File: src/rtl/ahbl_gpio_irq.sv
// ahbl_gpio_irq - AHB-Lite GPIO block with edge-triggered interrupts.
//
// Purpose:
//   Memory-mapped GPIO with per-pin direction, atomic set/clear/toggle of the
//   output register, a multi-flop input synchroniser, and rising/falling
//   edge interrupt capture into a sticky, write-1-to-clear status register.
//   Zero wait-state slave.
//
// Ports:
//   HCLK, HRESET           clock, asynchronous active-high reset
//   HADDR..HWDATA          AHB-Lite slave inputs
//   HREADYOUT, HRDATA      AHB-Lite slave outputs (HREADYOUT always 1)
//   GPIO_IN  [WIDTH]       pad inputs (asynchronous to HCLK)
//   GPIO_OUT [WIDTH]       pad output values (registered)
//   GPIO_OE  [WIDTH]       pad output enables, 1 = drive (registered)
//   IRQ                    level interrupt request (registered)
//
// Register map (offset = HADDR[7:0]):
//   0x00 DATA_IN RO | 0x04 DATA_OUT RW | 0x08 DIR RW | 0x0C SET WO
//   0x10 CLR WO     | 0x14 TGL WO      | 0x18 IE RW  | 0x1C IRISE RW
//   0x20 IFALL RW   | 0x24 IS R/W1C    | others read 0xBADDBEEF
module ahbl_gpio_irq #(
  parameter int WIDTH       = 32,
  parameter int SYNC_STAGES = 2
) (
  input  logic             HCLK,
  input  logic             HRESET,
  input  logic [31:0]      HADDR,
  input  logic [1:0]       HTRANS,
  input  logic             HREADY,
  input  logic [2:0]       HSIZE,
  input  logic             HWRITE,
  input  logic             HSEL,
  input  logic [31:0]      HWDATA,
  output logic             HREADYOUT,
  output logic [31:0]      HRDATA,
  input  logic [WIDTH-1:0] GPIO_IN,
  output logic [WIDTH-1:0] GPIO_OUT,
  output logic [WIDTH-1:0] GPIO_OE,
  output logic             IRQ
);

  localparam logic [7:0] OFS_DIN   = 8'h00;
  localparam logic [7:0] OFS_DOUT  = 8'h04;
  localparam logic [7:0] OFS_DIR   = 8'h08;
  localparam logic [7:0] OFS_SET   = 8'h0C;
  localparam logic [7:0] OFS_CLR   = 8'h10;
  localparam logic [7:0] OFS_TGL   = 8'h14;
  localparam logic [7:0] OFS_IE    = 8'h18;
  localparam logic [7:0] OFS_IRISE = 8'h1C;
  localparam logic [7:0] OFS_IFALL = 8'h20;
  localparam logic [7:0] OFS_IS    = 8'h24;

  // Zero-extend a WIDTH-bit register value onto the 32-bit read bus.
  function automatic logic [31:0] zext(input logic [WIDTH-1:0] v);
    logic [31:0] r;
    r = 32'h0000_0000;
    r[WIDTH-1:0] = v;
    return r;
  endfunction

  // Address-phase capture
  logic [7:0]       haddr_r;
  logic [1:0]       htrans_r;
  logic             hwrite_r;
  logic             hsel_r;
  logic [2:0]       hsize_r;

  // Programmer-visible state
  logic [WIDTH-1:0] data_out_r;
  logic [WIDTH-1:0] dir_r;
  logic [WIDTH-1:0] ie_r;
  logic [WIDTH-1:0] irise_r;
  logic [WIDTH-1:0] ifall_r;
  logic [WIDTH-1:0] is_r;
  logic             irq_r;

  // Input path
  logic [WIDTH-1:0] sync_r [SYNC_STAGES];
  logic [WIDTH-1:0] prev_r;
  logic [WIDTH-1:0] data_in_s;
  logic [WIDTH-1:0] rise_s;
  logic [WIDTH-1:0] fall_s;
  logic [WIDTH-1:0] event_s;

  // Next-state values
  logic             wr_en_s;
  logic [WIDTH-1:0] wdata_s;
  logic [WIDTH-1:0] data_out_s;
  logic [WIDTH-1:0] dir_s;
  logic [WIDTH-1:0] ie_s;
  logic [WIDTH-1:0] irise_s;
  logic [WIDTH-1:0] ifall_s;
  logic [WIDTH-1:0] w1c_s;
  logic [WIDTH-1:0] is_s;

  // Bits that carry no function here (upper address, size, data above WIDTH).
  logic unused_bits_s;
  assign unused_bits_s = ^{HADDR[31:8], hsize_r, htrans_r[0], HWDATA};

  assign HREADYOUT = 1'b1;
  assign GPIO_OUT  = data_out_r;
  assign GPIO_OE   = dir_r;
  assign IRQ       = irq_r;

  assign wr_en_s   = htrans_r[1] & hsel_r & hwrite_r;
  assign wdata_s   = HWDATA[WIDTH-1:0];
  assign data_in_s = sync_r[SYNC_STAGES-1];
  assign rise_s    = data_in_s & ~prev_r;
  assign fall_s    = ~data_in_s & prev_r;
  assign event_s   = (rise_s & irise_r) | (fall_s & ifall_r);

  // Capture address-phase controls whenever the bus advances.
  always_ff @(posedge HCLK or posedge HRESET) begin
    if (HRESET) begin
      haddr_r  <= 8'h00;
      htrans_r <= 2'b00;
      hwrite_r <= 1'b0;
      hsel_r   <= 1'b0;
      hsize_r  <= 3'b000;
    end else if (HREADY) begin
      haddr_r  <= HADDR[7:0];
      htrans_r <= HTRANS;
      hwrite_r <= HWRITE;
      hsel_r   <= HSEL;
      hsize_r  <= HSIZE;
    end
  end

  // Register write decode for the data phase.
  always_comb begin
    data_out_s = data_out_r;
    dir_s      = dir_r;
    ie_s       = ie_r;
    irise_s    = irise_r;
    ifall_s    = ifall_r;
    w1c_s      = '0;
    if (wr_en_s) begin
      case (haddr_r)
        OFS_DOUT:  data_out_s = wdata_s;
        OFS_DIR:   dir_s      = wdata_s;
        OFS_SET:   data_out_s = data_out_r | wdata_s;
        OFS_CLR:   data_out_s = data_out_r & ~wdata_s;
        OFS_TGL:   data_out_s = data_out_r ^ wdata_s;
        OFS_IE:    ie_s       = wdata_s;
        OFS_IRISE: irise_s    = wdata_s;
        OFS_IFALL: ifall_s    = wdata_s;
        OFS_IS:    w1c_s      = wdata_s;
        default:   w1c_s      = '0;
      endcase
    end else begin
      w1c_s = '0;
    end
    // Clear first, then OR in new events, so a same-cycle event survives W1C.
    is_s = (is_r & ~w1c_s) | event_s;
  end

  // Programmer-visible register state and interrupt output.
  always_ff @(posedge HCLK or posedge HRESET) begin
    if (HRESET) begin
      data_out_r <= '0;
      dir_r      <= '0;
      ie_r       <= '0;
      irise_r    <= '0;
      ifall_r    <= '0;
      is_r       <= '0;
      irq_r      <= 1'b0;
    end else begin
      data_out_r <= data_out_s;
      dir_r      <= dir_s;
      ie_r       <= ie_s;
      irise_r    <= irise_s;
      ifall_r    <= ifall_s;
      is_r       <= is_s;
      irq_r      <= |(is_r & ie_r);
    end
  end

  // Pad input synchroniser plus one-cycle history for edge detection.
  always_ff @(posedge HCLK or posedge HRESET) begin
    if (HRESET) begin
      for (int i = 0; i < SYNC_STAGES; i++) begin
        sync_r[i] <= '0;
      end
      prev_r <= '0;
    end else begin
      sync_r[0] <= GPIO_IN;
      for (int i = 1; i < SYNC_STAGES; i++) begin
        sync_r[i] <= sync_r[i-1];
      end
      prev_r <= data_in_s;
    end
  end

  // Read mux driven from the registered address.
  always_comb begin
    case (haddr_r)
      OFS_DIN:   HRDATA = zext(data_in_s);
      OFS_DOUT:  HRDATA = zext(data_out_r);
      OFS_DIR:   HRDATA = zext(dir_r);
      OFS_SET:   HRDATA = 32'h0000_0000;
      OFS_CLR:   HRDATA = 32'h0000_0000;
      OFS_TGL:   HRDATA = 32'h0000_0000;
      OFS_IE:    HRDATA = zext(ie_r);
      OFS_IRISE: HRDATA = zext(irise_r);
      OFS_IFALL: HRDATA = zext(ifall_r);
      OFS_IS:    HRDATA = zext(is_r);
      default:   HRDATA = 32'hBADD_BEEF;
    endcase
  end

endmodule

File: config.mk
export PLATFORM = sky130hd
export DESIGN_NAME = ahbl_gpio_irq
export DESIGN_NICKNAME = d
export VERILOG_FILES = /design/src/rtl/ahbl_gpio_irq.sv
export SDC_FILE = /design/constraint.sdc
export NUM_CORES = 1
export LEC_CHECK = 0
export CAP_MARGIN = 0
export CORE_MARGIN = 4
export CORE_UTILIZATION = 35
export DETAILED_ROUTE_END_ITERATION = 7
export PLACE_DENSITY = 0.57
export SYNTH_ARGS = -nofsm -noshare
export SYNTH_HDL_FRONTEND = slang
export SYNTH_SLANG_ARGS = --single-unit
File: constraint.sdc
create_clock -name HCLK -period 20.9 [get_ports HCLK]
set_input_delay 4.18 -clock HCLK [delete_from_list [all_inputs] [get_ports HCLK]]
set_output_delay 4.18 -clock HCLK [all_outputs]
set_load 0.005 [all_outputs]
==> metrics.md, run 1 <==
| Metric | Value |
|---|---|
| Port-buffer cells | `174` |
| Crit-path cells | `or3_1 > nor2_2 > a21oi_1 > o22ai_1 > clkdlybuf4s50_1` |
| Longest Clk Path Bufs | `3` |
| Share of power burned in registers | `44.9%` |
| Unrepaired setup endpoints after global routing | `false` |
| Critical Path RT | `16.72 ns` |
| All-Layer GR Usage | `20.1%` |
| Register clock-pin slew on the reported worst setup and hold paths | `0.06 ns` |
| Post-DP HPWL | `29200 µm` |
| CP Max Fanout | `21` |
| Sequential-to-total area share from yosys stat | `52.1%` |
| Die height | `211 µm` |
| Vias in the first global route | `10679` |
| Hold Crit Endpoint | `data_in_s[19]` |
| Maxcap violations | `0` |
| Initial antenna violation count | `2` |
| Largest area contributor in the netlist | `dfrtp_1` |
| Clock tree sinks | `300` |
| Crit path capture type | `output pin` |
| Setup crit start kind | `flop` |
| Ranking of synthesized cells by area | `dfrtp_1 52%, mux2_2 9.9%, ha_1 5.6%, mux2i_1 4.2%, o21ai_0 3.5%` |
| CTS root buf | `clkbuf_16` |
| RePlAce Congestion | `0.868` |
| Worst Path Buf+Inv | `1` |
| Cells after Synth | `1232` |
| Top delay family on crit path | `simple AND/OR/NAND/NOR gates` |
| Post-synthesis cell type count | `52` |
| Sw Ratio | `25.8%` |
| EDFF count, synth | `0` |
| # resized after CTS | `0` |
| Main synth FF type | `dfrtp_1` |
| Setup bufs post-CTS | `0` |
| Final Util | `43.8%` |
| Worst r2r src | `haddr_r[4]` |
| Yosys top cell area share | `52.1%` |
| Max incr delay on CP | `0.99 ns` |
| Area growth syn-to-layout | `23.8%` |
| Hold bufs inserted after CTS | `0` |
| Sw Pwr | `0.378 mW` |
| FFs w/ async S/R, synth | `100%` |
| Vias per inst | `5.46` |
| Post-Syn Area | `0.0144 mm²` |
| Tmin final | `8.48 ns` |
| Setup slack, reg-to-reg | `16.98 ns` |
| Routed Antenna Nets | `0` |
| Overall routed net length | `45200 µm` |
| Congestion Overflow GR | `0` |
| Worst Path Class, Setup | `flop to output pin` |
| Clock network fraction of total power | `41.8%` |
| Maximum vdd drop | `0.0471 mV` |
| Final Instance Count excl. Fillers | `1943` |
| Hold path depth | `0` |
| IO Count | `204` |
| Vias | `10616` |
| CTS tree | `built` |
| Final WS setup | `12.42 ns` |
| CTS HTree Levels | `2` |
| DR pass1 iterations | `5` |
| Reg2reg path depth | `4` |
| Ys Warns | `0` |
| Syn nets | `1402` |
| Worst reg2reg endpoint | `irise_r[25]` |
| Pint | `1.08 mW` |
| Inserted Diodes | `0` |
| Clk Latency, worst-skew pair | `0.53 ns` |
| Setup TNS | `0 ns` |
| Die X | `211 µm` |
| Syn avg cell area | `11.7 µm²` |
| Worst Max-Slew Pin Slew | `1.19 ns` |
| WP data arrival | `4.30 ns` |
| Crit share post-route | `40.6%` |
| Worst Hold Class | `flop to flop` |
| Combinational power share | `13.2%` |
| Initial Utilization | `35.4%` |
| Min-Delay Startpoint | `sync_r[51]` |
| Fin. max-slew vios | `0` |
| Status | `completed` |
| Yosys reg bits | `300` |
| First-pass GRT wire length | `68000 µm` |
| Pwr Density | `82.0 mW/mm²` |
| Layout net count | `1560` |
| Die area | `0.0445 mm²` |
| Layout cells sized above 1 | `15.8%` |
| Normalized max-slew margin | `20.0%` |
| Final setup viols | `0` |
| P_leak | `7.31 nW` |
| Pin count of the biggest net entering global routing | `180` |
| DRC Markers | `0` |
| Endpoints failing hold | `0` |
| Number of buffers created by CTS | `36` |
| Achievable clock frequency | `118 MHz` |
| CP max-delay cell | `nor2_2` |
| Initial DRC Count | `765` |
| Inst Count DP | `1884` |
| Place WS | `13.03 ns` |
| Clk_skew | `0.0182 ns` |
| Core Area | `0.0407 mm²` |
| Avg WL per Cell | `23.2 µm` |
| Row cnt | `74` |
[synth_stat cells, types with 17 or more instances]
cell	number
o22ai_1	17
mux2i_1	61
nand2_1	114
buf_2	21
nor3_1	20
o2bb2ai_1	32
nand3b_1	33
ha_1	64
o22a_1	32
mux2_2	127
inv_1	66
dfrtp_1	300
a22oi_1	45
a21o_1	34
clkbuf_1	39
o21ai_0	101
[metrics by stage]
| stage | cell area (µm²) | hold slack (ns) | total power [mW] |
|---|---|---|---|
| after floorplan | 14400 | 0.331 | 0.764 |
| after global placement | 16700 | 0.335 | 0.857 |
| after detailed placement | 16700 | 0.335 | 0.862 |
| after CTS | 17800 | 0.348 | 1.48 |
| after global routing | 17800 | 0.351 | 1.53 |
| final | 17800 | 0.341 | 1.46 |
[layout make-up]
| cell class | instances | area (µm²) |
|---|---|---|
| Fill cell | 3827 | 22900 |
| Sequential cell | 300 | 7510 |
| Multi-Input combinational cell | 794 | 6360 |
| Timing Repair Buffer | 192 | 1890 |
| Clock buffer | 52 | 1080 |
| Tap cell | 532 | 666 |
| Inverter | 66 | 255 |
| Clock inverter | 7 | 62.6 |
[cells by family (layout without fill, tap and decap cells)]
group / Yosys count / after routing / share of synthesized area (%)
other: 1 / 1 / 0.0260
AO/OA/AOI/OAI: 310 / 310 / 14.8
AND/OR/NAND/NOR: 218 / 218 / 7.78
buffers and inverters: 138 / 317 / 3.89
flip-flops: 300 / 300 / 52.1
multiplexers: 201 / 201 / 15.8
adder cells (fa/ha/maj): 64 / 64 / 5.56
[worst max-delay path by stage]
stage                     cells past startpoint    endpoint       start  slack (ns)
final                                         5  HRDATA[16]  haddr_r[4]       12.42
after floorplan                               1  GPIO_OE[0]      HRESET        8.43
after global placement                        5  HRDATA[16]  haddr_r[4]       13.05
after detailed placement                      5  HRDATA[16]  haddr_r[4]       13.03
after global routing                          5  HRDATA[16]  haddr_r[4]       12.35
after CTS                                     5  HRDATA[16]  haddr_r[4]       12.45
[power groups by stage]
stage                     Clock, mW  Combinational, mW  Sequential, mW
final                         0.612              0.194           0.657
after global routing          0.656              0.213           0.663
after CTS                     0.630              0.196           0.657
after detailed placement          0              0.195           0.667
after global placement            0              0.191           0.666
after floorplan                   0              0.114           0.650
[layer usage]
layer  track usage (%)  up-vias  wire (µm)
met1              28.2     5370      20100
met2              31.0      357      20400
met4              7.09        4       1480
li1                  -     4806          -
met3              4.43       79       3150
met5                 0        -         25
[registers in the layout, indices dropped and copies added (netlist names)]
register	count
GPIO_OE	32
GPIO_OUT	32
data_in_s	32
ie_r	32
ifall_r	32
irise_r	32
is_r	32
prev_r	32
sync_r	32
haddr_r	8
IRQ	1
hsel_r	1
htrans_r	1
hwrite_r	1
[cell usage in the layout (no fill, tap or decap), types with 7 or more instances in the layout]
cell type	n
dfrtp_1	299
clkdlybuf4s50_1	174
mux2_2	127
nand2_1	113
o21ai_0	101
inv_1	65
ha_1	64
mux2i_1	61
a22oi_1	45
clkbuf_16	37
a21o_1	34
nand3b_1	33
o2bb2ai_1	32
o22a_1	32
nor3_1	18
o22ai_1	17
buf_4	17
o21ai_1	13
nand3_1	12
o211ai_1	10
clkbuf_8	10
nand4_1	8
mux4_2	8
nor2_1	7
Note: power is estimated with default switching activity, not from simulation.
==> inputs of run 2 (changes only) <==
PLACE_DENSITY = 0.59   (was 0.57)
clock period = 7 ns   (was 20.9 ns; I/O delays follow)
==> run 2 against run 1 <==
Clock skew about the same; power rose to 3.0 times the previous value; core utilization about the same; clock power rose to 2.9 times the previous value; largest power group unchanged; non-clock buffer count up 4.
==> metrics.md, run 2 (synthesis results as in run 1) <==
| Metric | Value |
|---|---|
| Status | `completed (unchanged)` |
| Longest Clk Path Bufs | `3 (unchanged)` |
| Clk Latency, worst-skew pair | `0.54 ns (was 0.53 ns)` |
| Initial Utilization | `35.4% (unchanged)` |
| Pwr Density | `243 mW/mm² (was 82.0 mW/mm²)` |
| Setup crit start kind | `flop (unchanged)` |
| Row cnt | `74 (unchanged)` |
| Post-DP HPWL | `29900 µm (was 29200 µm)` |
| Crit share post-route | `78.0%` |
| CTS HTree Levels | `2 (unchanged)` |
| Hold bufs inserted after CTS | `0 (unchanged)` |
| Register clock-pin slew on the reported worst setup and hold paths | `0.06 ns (about the same)` |
| Maxcap violations | `0 (unchanged)` |
| Critical Path RT | `5.60 ns (was 16.72 ns)` |
| Layout net count | `1564 (was 1560)` |
| Routed Antenna Nets | `0 (unchanged)` |
| Maximum vdd drop | `0.144 mV (was 0.0471 mV)` |
| Worst r2r src | `haddr_r[5] (was haddr_r[4])` |
| Unrepaired setup endpoints after global routing | `false (unchanged)` |
| RePlAce Congestion | `0.855 (was 0.868)` |
| Die height | `211 µm (unchanged)` |
| Vias in the first global route | `10683 (was 10679)` |
| IO Count | `204 (unchanged)` |
| Worst Max-Slew Pin Slew | `1.15 ns (was 1.19 ns)` |
| DRC Markers | `0 (unchanged)` |
| Worst Path Class, Setup | `flop to output pin (unchanged)` |
| Initial antenna violation count | `2 (unchanged)` |
| Commonest non-fill, non-tap cells in the layout | `299 x dfrtp_1, 174 x clkdlybuf4s50_1, 127 x mux2_2 (unchanged)` |
| Die area | `0.0445 mm² (unchanged)` |
| Clock tree sinks | `300 (unchanged)` |
| CTS tree | `built (unchanged)` |
| Placement Cell Area | `0.0167 mm² (about the same)` |
| CP Max Fanout | `30 (was 21)` |
| Setup TNS | `0 ns (unchanged)` |
| Overall routed net length | `45200 µm (about the same)` |
| Setup bufs post-CTS | `0 (unchanged)` |
| Core Area | `0.0407 mm² (unchanged)` |
| Pin count of the biggest net entering global routing | `134 (was 180)` |
| Commonest non-fill, non-tap cell in the layout | `dfrtp_1 (unchanged)` |
| Final instance area | `0.0178 mm² (about the same)` |
| First-pass GRT wire length | `67900 µm (was 68000 µm)` |
| # resized after CTS | `0 (unchanged)` |
| Critical path origin | `haddr_r[5] (was haddr_r[4])` |
| Area growth syn-to-layout | `23.8% (about the same)` |
| All-Layer GR Usage | `20.1% (about the same)` |
| Final setup viols | `0 (unchanged)` |
| Normalized max-slew margin | `22.8% (was 20.0%)` |
| Vias | `10631 (was 10616)` |
| Max incr delay on CP | `1.02 ns (was 0.99 ns)` |
| P_leak | `7.31 nW (about the same)` |
| Total power | `4.34 mW (was 1.46 mW)` |
| Layout cells sized above 1 | `15.8% (about the same)` |
| Fin. max-slew vios | `0 (unchanged)` |
| Min-Delay Startpoint | `sync_r[48] (was sync_r[51])` |
| DR pass1 iterations | `5 (unchanged)` |
| Initial DRC Count | `869 (was 765)` |
| WP data arrival | `4.06 ns (was 4.30 ns)` |
| Congestion Overflow GR | `0 (unchanged)` |
| Crit path capture type | `output pin (unchanged)` |
| Clk_skew | `0.0182 ns (about the same)` |
| CP max-delay cell | `nor4_4 (was nor2_2)` |
| Avg WL per Cell | `23.2 µm (about the same)` |
| Achievable clock frequency | `183 MHz` |
| Port-buffer cells | `174 (unchanged)` |
| Place WS | `2.12 ns (was 13.03 ns)` |
| Final WS setup | `1.54 ns (was 12.42 ns)` |
| Endpoints failing hold | `0 (unchanged)` |
| Die X | `211 µm (unchanged)` |
| Final Hold Slack | `0.346 ns (was 0.341 ns)` |
| Crit-path cells | `buf_4 > or3_1 > nor4_4 > a222oi_1 > or3b_1 > clkdlybuf4s50_1 (was or3_1 > nor2_2 > a21oi_1 > o22ai_1 > clkdlybuf4s50_1)` |
| Number of buffers created by CTS | `36 (unchanged)` |
| Vias per inst | `5.46 (about the same)` |
| Worst Hold Class | `flop to flop (unchanged)` |
| Tmin final | `5.46 ns` |
| CTS root buf | `clkbuf_16 (unchanged)` |
==> run 2: cell count changes in the layout (fill, tap and decap cells not counted) <==
cell and change:
diode_2 +2, nor2_1 +1, buf_4 +4, inv_8 -1
clkbuf_1 +1, clkinv_2 -2, nor2_2 -1, clkinvlp_4 +1
clkbuf_8 +1, bufinv_16 -1
==> run 2: worst max-delay path: cells and delay by family (launching register included) <==
kind / cells / cell delay [ns]
simple gates: 3 / 2.20
compound gates: 1 / 0.14
flops: 1 / 0.38
buf+inv: 2 / 0.81
==> run 2: metrics by stage <==
stage / util (%) / std cells
2_1_floorplan: - / 1232
3_3_place_gp: 41.0 / 1888
3_5_place_dp: 41.0 / 1888
4_1_cts: 43.8 / 1946
5_1_grt: 43.8 / 1947
6_report: 43.8 / 1948
==> run 2: final timing paths <==
check | slack (ns) | endpoint | cells after the start
worst max-delay path | 1.54 | HRDATA[9] | 6
worst min-delay path | 0.35 | data_in_s[16] | 0
worst max register to register | 2.74 | irise_r[11] | 5
worst min register to register | 0.35 | data_in_s[16] | 0
max in group asynchronous | 4.35 | data_in_s[3] | 3
min in group asynchronous | 1.27 | GPIO_OUT[23] | 2
==> run 2: power by group <==
| part | switching (mW) | internal [mW] | total [mW] | leakage [nW] |
|---|---|---|---|---|
| sequential | 0.127 | 1.84 | 1.97 | 3.38 |
| combinational | 0.278 | 0.301 | 0.579 | 3.38 |
| clock | 0.717 | 1.07 | 1.79 | 0.554 |
==> run 2: cell type report <==
type	count	area, µm²
Sequential cell	300	7510
Timing Repair Buffer	196	1920
Clock buffer	54	1100
Inverter	66	251
Tap cell	532	666
Clock inverter	4	22.5
Fill cell	3847	22900
Multi-Input combinational cell	794	6360
Antenna cell	2	5.00
==> run 2: layer usage <==
| metal | vias up | part of all wire, % | GRT usage, % |
|---|---|---|---|
| li1 | 4807 | - | - |
| met1 | 5400 | 44 | 27.9 |
| met4 | 0 | 2.7 | 6.62 |
| met2 | 352 | 46 | 31.4 |
| met3 | 72 | 7.1 | 4.72 |
| met5 | - | 0 | 0 |
==> inputs of run 3 (changes only) <==
clock period = 4.9 ns   (was 7 ns; I/O delays follow)
==> run 3 against run 2 <==
Global-route usage grew 0.14 points; critical path type unchanged; clock skew grew 0.0073 ns; first-iteration DRC count grew 3.7%; highest routed layer unchanged.
==> metrics.md, run 3 (synthesis results as in run 1) <==
| Metric | Value |
|---|---|
| Status | `completed (unchanged)` |
| Multi-input logic area | `0.00636 mm² (about the same)` |
| Crit share post-route | `90.1%` |
| Clk_skew | `0.0255 ns (was 0.0182 ns)` |
| Final Instance Count excl. Fillers | `1973 (was 1948)` |
| Row cnt | `74 (unchanged)` |
| Pwr Density | `350 mW/mm² (was 243 mW/mm²)` |
| Initial DRC Count | `901 (was 869)` |
| Max incr delay on CP | `0.75 ns (was 1.02 ns)` |
| Layout cells sized above 1 | `17.2% (was 15.8%)` |
| Layout net count | `1586 (was 1564)` |
| Inst Count DP | `1911 (was 1888)` |
| CTS root buf | `clkbuf_16 (unchanged)` |
| Commonest non-fill, non-tap cells in the layout | `299 x dfrtp_1, 174 x clkdlybuf4s50_1, 127 x mux2_2 (unchanged)` |
| RePlAce Congestion | `0.893 (was 0.855)` |
| First-pass GRT wire length | `68900 µm (was 67900 µm)` |
| Vias in the first global route | `11072 (was 10683)` |
| Initial antenna violation count | `1 (was 2)` |
| Routed met1 length | `20500 µm (was 20000 µm)` |
| Area growth syn-to-layout | `25.3% (was 23.8%)` |
| Port-buffer cells | `174 (unchanged)` |
| Worst Hold Class | `flop to flop (unchanged)` |
| Top delay family on crit path | `simple AND/OR/NAND/NOR gates (unchanged)` |
| Reg area | `0.00751 mm² (unchanged)` |
| Congestion Overflow GR | `0 (unchanged)` |
| Final WS setup | `0.487 ns (was 1.54 ns)` |
| Die X | `211 µm (unchanged)` |
| Worst Max-Slew Pin Slew | `1.08 ns (was 1.15 ns)` |
| Post-DP HPWL | `31200 µm (was 29900 µm)` |
| CTS tree | `built (unchanged)` |
| Overall routed net length | `45700 µm (was 45200 µm)` |
| Final Util | `44.3% (was 43.8%)` |
| Routed Antenna Nets | `0 (unchanged)` |
| Clk Latency, worst-skew pair | `0.55 ns (was 0.54 ns)` |
| Avg WL per Cell | `23.1 µm (was 23.2 µm)` |
| Setup bufs post-CTS | `0 (unchanged)` |
| Vias per inst | `5.48 (was 5.46)` |
| # resized after CTS | `0 (unchanged)` |
| Worst Path Buf+Inv | `2 (unchanged)` |
| Hold bufs inserted after CTS | `0 (unchanged)` |
| Fin. max-slew vios | `0 (unchanged)` |
| Setup crit start kind | `flop (unchanged)` |
| Die area | `0.0445 mm² (unchanged)` |
| IO Count | `204 (unchanged)` |
| WP data arrival | `3.43 ns (was 4.06 ns)` |
| Normalized max-slew margin | `28.1% (was 22.8%)` |
| Final Hold Slack | `0.348 ns (was 0.346 ns)` |
| Highest Signal Layer | `met4 (unchanged)` |
| Die height | `211 µm (unchanged)` |
| Maximum vdd drop | `0.218 mV (was 0.144 mV)` |
| Tmin final | `4.41 ns` |
| Metal3 WL | `2900 µm (was 3220 µm)` |
| CTS HTree Levels | `2 (unchanged)` |
| All-Layer GR Usage | `20.2% (was 20.1%)` |
| P_leak | `7.44 nW (was 7.31 nW)` |
| Initial Utilization | `35.4% (unchanged)` |
| # fillers | `3812 (was 3847)` |
| Achievable clock frequency | `227 MHz` |
| CP Max Fanout | `29 (was 30)` |
| DRC Markers | `0 (unchanged)` |
| Longest Clk Path Bufs | `3 (unchanged)` |
| Final setup viols | `0 (unchanged)` |
| CP max-delay cell | `or4b_1 (was nor4_4)` |
| Pin count of the biggest net entering global routing | `124 (was 134)` |
| DR pass1 iterations | `5 (unchanged)` |
| Core Area | `0.0407 mm² (unchanged)` |
| Register clock-pin slew on the reported worst setup and hold paths | `0.06 ns (about the same)` |
| Met2 Wirelength | `20500 µm (was 20700 µm)` |
| Place WS | `1.08 ns (was 2.12 ns)` |
| Crit path capture type | `output pin (unchanged)` |
| Commonest non-fill, non-tap cell in the layout | `dfrtp_1 (unchanged)` |
| Worst Path Class, Setup | `flop to output pin (unchanged)` |
| Endpoints failing hold | `0 (unchanged)` |
| Number of buffers created by CTS | `35 (was 36)` |
| Vias | `10812 (was 10631)` |
| Crit-path cells | `or4b_1 > nor3_1 > buf_4 > a22oi_1 > o211ai_1 > clkdlybuf4s50_1 (was buf_4 > or3_1 > nor4_4 > a222oi_1 > or3b_1 > clkdlybuf4s50_1)` |
| Unrepaired setup endpoints after global routing | `false (unchanged)` |
| Critical Path RT | `3.92 ns (was 5.60 ns)` |
| Maxcap violations | `0 (unchanged)` |
| Clock tree sinks | `300 (unchanged)` |
==> run 3: layout make-up <==
| class | instances | area share (%) |
|---|---|---|
| clock buffers | 51 | 5.69 |
| repair buffers | 219 | 11.6 |
| flip-flops and latches | 300 | 41.6 |
| multi-input cells | 794 | 35.2 |
| inverters | 66 | 1.39 |
| well taps | 532 | 3.69 |
| clock inverters | 10 | 0.770 |
| diodes | 1 | 0.0139 |
==> run 3: routing by layer <==
| metal | GRT usage [%] | up-vias |
|---|---|---|
| met5 | 0 | - |
| li1 | - | 4868 |
| met3 | 4.07 | 92 |
| met1 | 28.3 | 5486 |
| met2 | 31.1 | 366 |
| met4 | 8.18 | 0 |
==> run 3: path summary, 6_finish.rpt <==
path | startpoint | to | slack [ns] | depth (start not counted)
min reg2reg | sync_r[55] | data_in_s[23] | 0.35 | 0
min in group asynchronous | HRESET | ie_r[26] | 1.00 | 3
min | sync_r[55] | data_in_s[23] | 0.35 | 0
max | haddr_r[2] | HRDATA[2] | 0.49 | 6
max in group asynchronous | HRESET | data_in_s[13] | 3.11 | 3
max reg2reg | haddr_r[6] | GPIO_OUT[3] | 1.86 | 6
==> run 3: metrics by stage <==
stage / cell area [µm²] / power (mW) / TNS (ns)
global route: 18000 / 6.59 / 0
global placement: 16900 / 3.67 / 0
CTS: 18000 / 6.39 / 0
finish: 18000 / 6.31 / 0
detailed placement: 16900 / 3.70 / 0
floorplan: 14400 / 3.26 / -20.12
==> run 3: report_power, final <==
| group | switching [mW] | internal, mW | leakage (nW) |
|---|---|---|---|
| registers | 0.166 | 2.63 | 3.38 |
| clock network | 1.05 | 1.61 | 0.572 |
| logic | 0.422 | 0.438 | 3.49 |
| total | 1.63 | 4.68 | 7.44 |
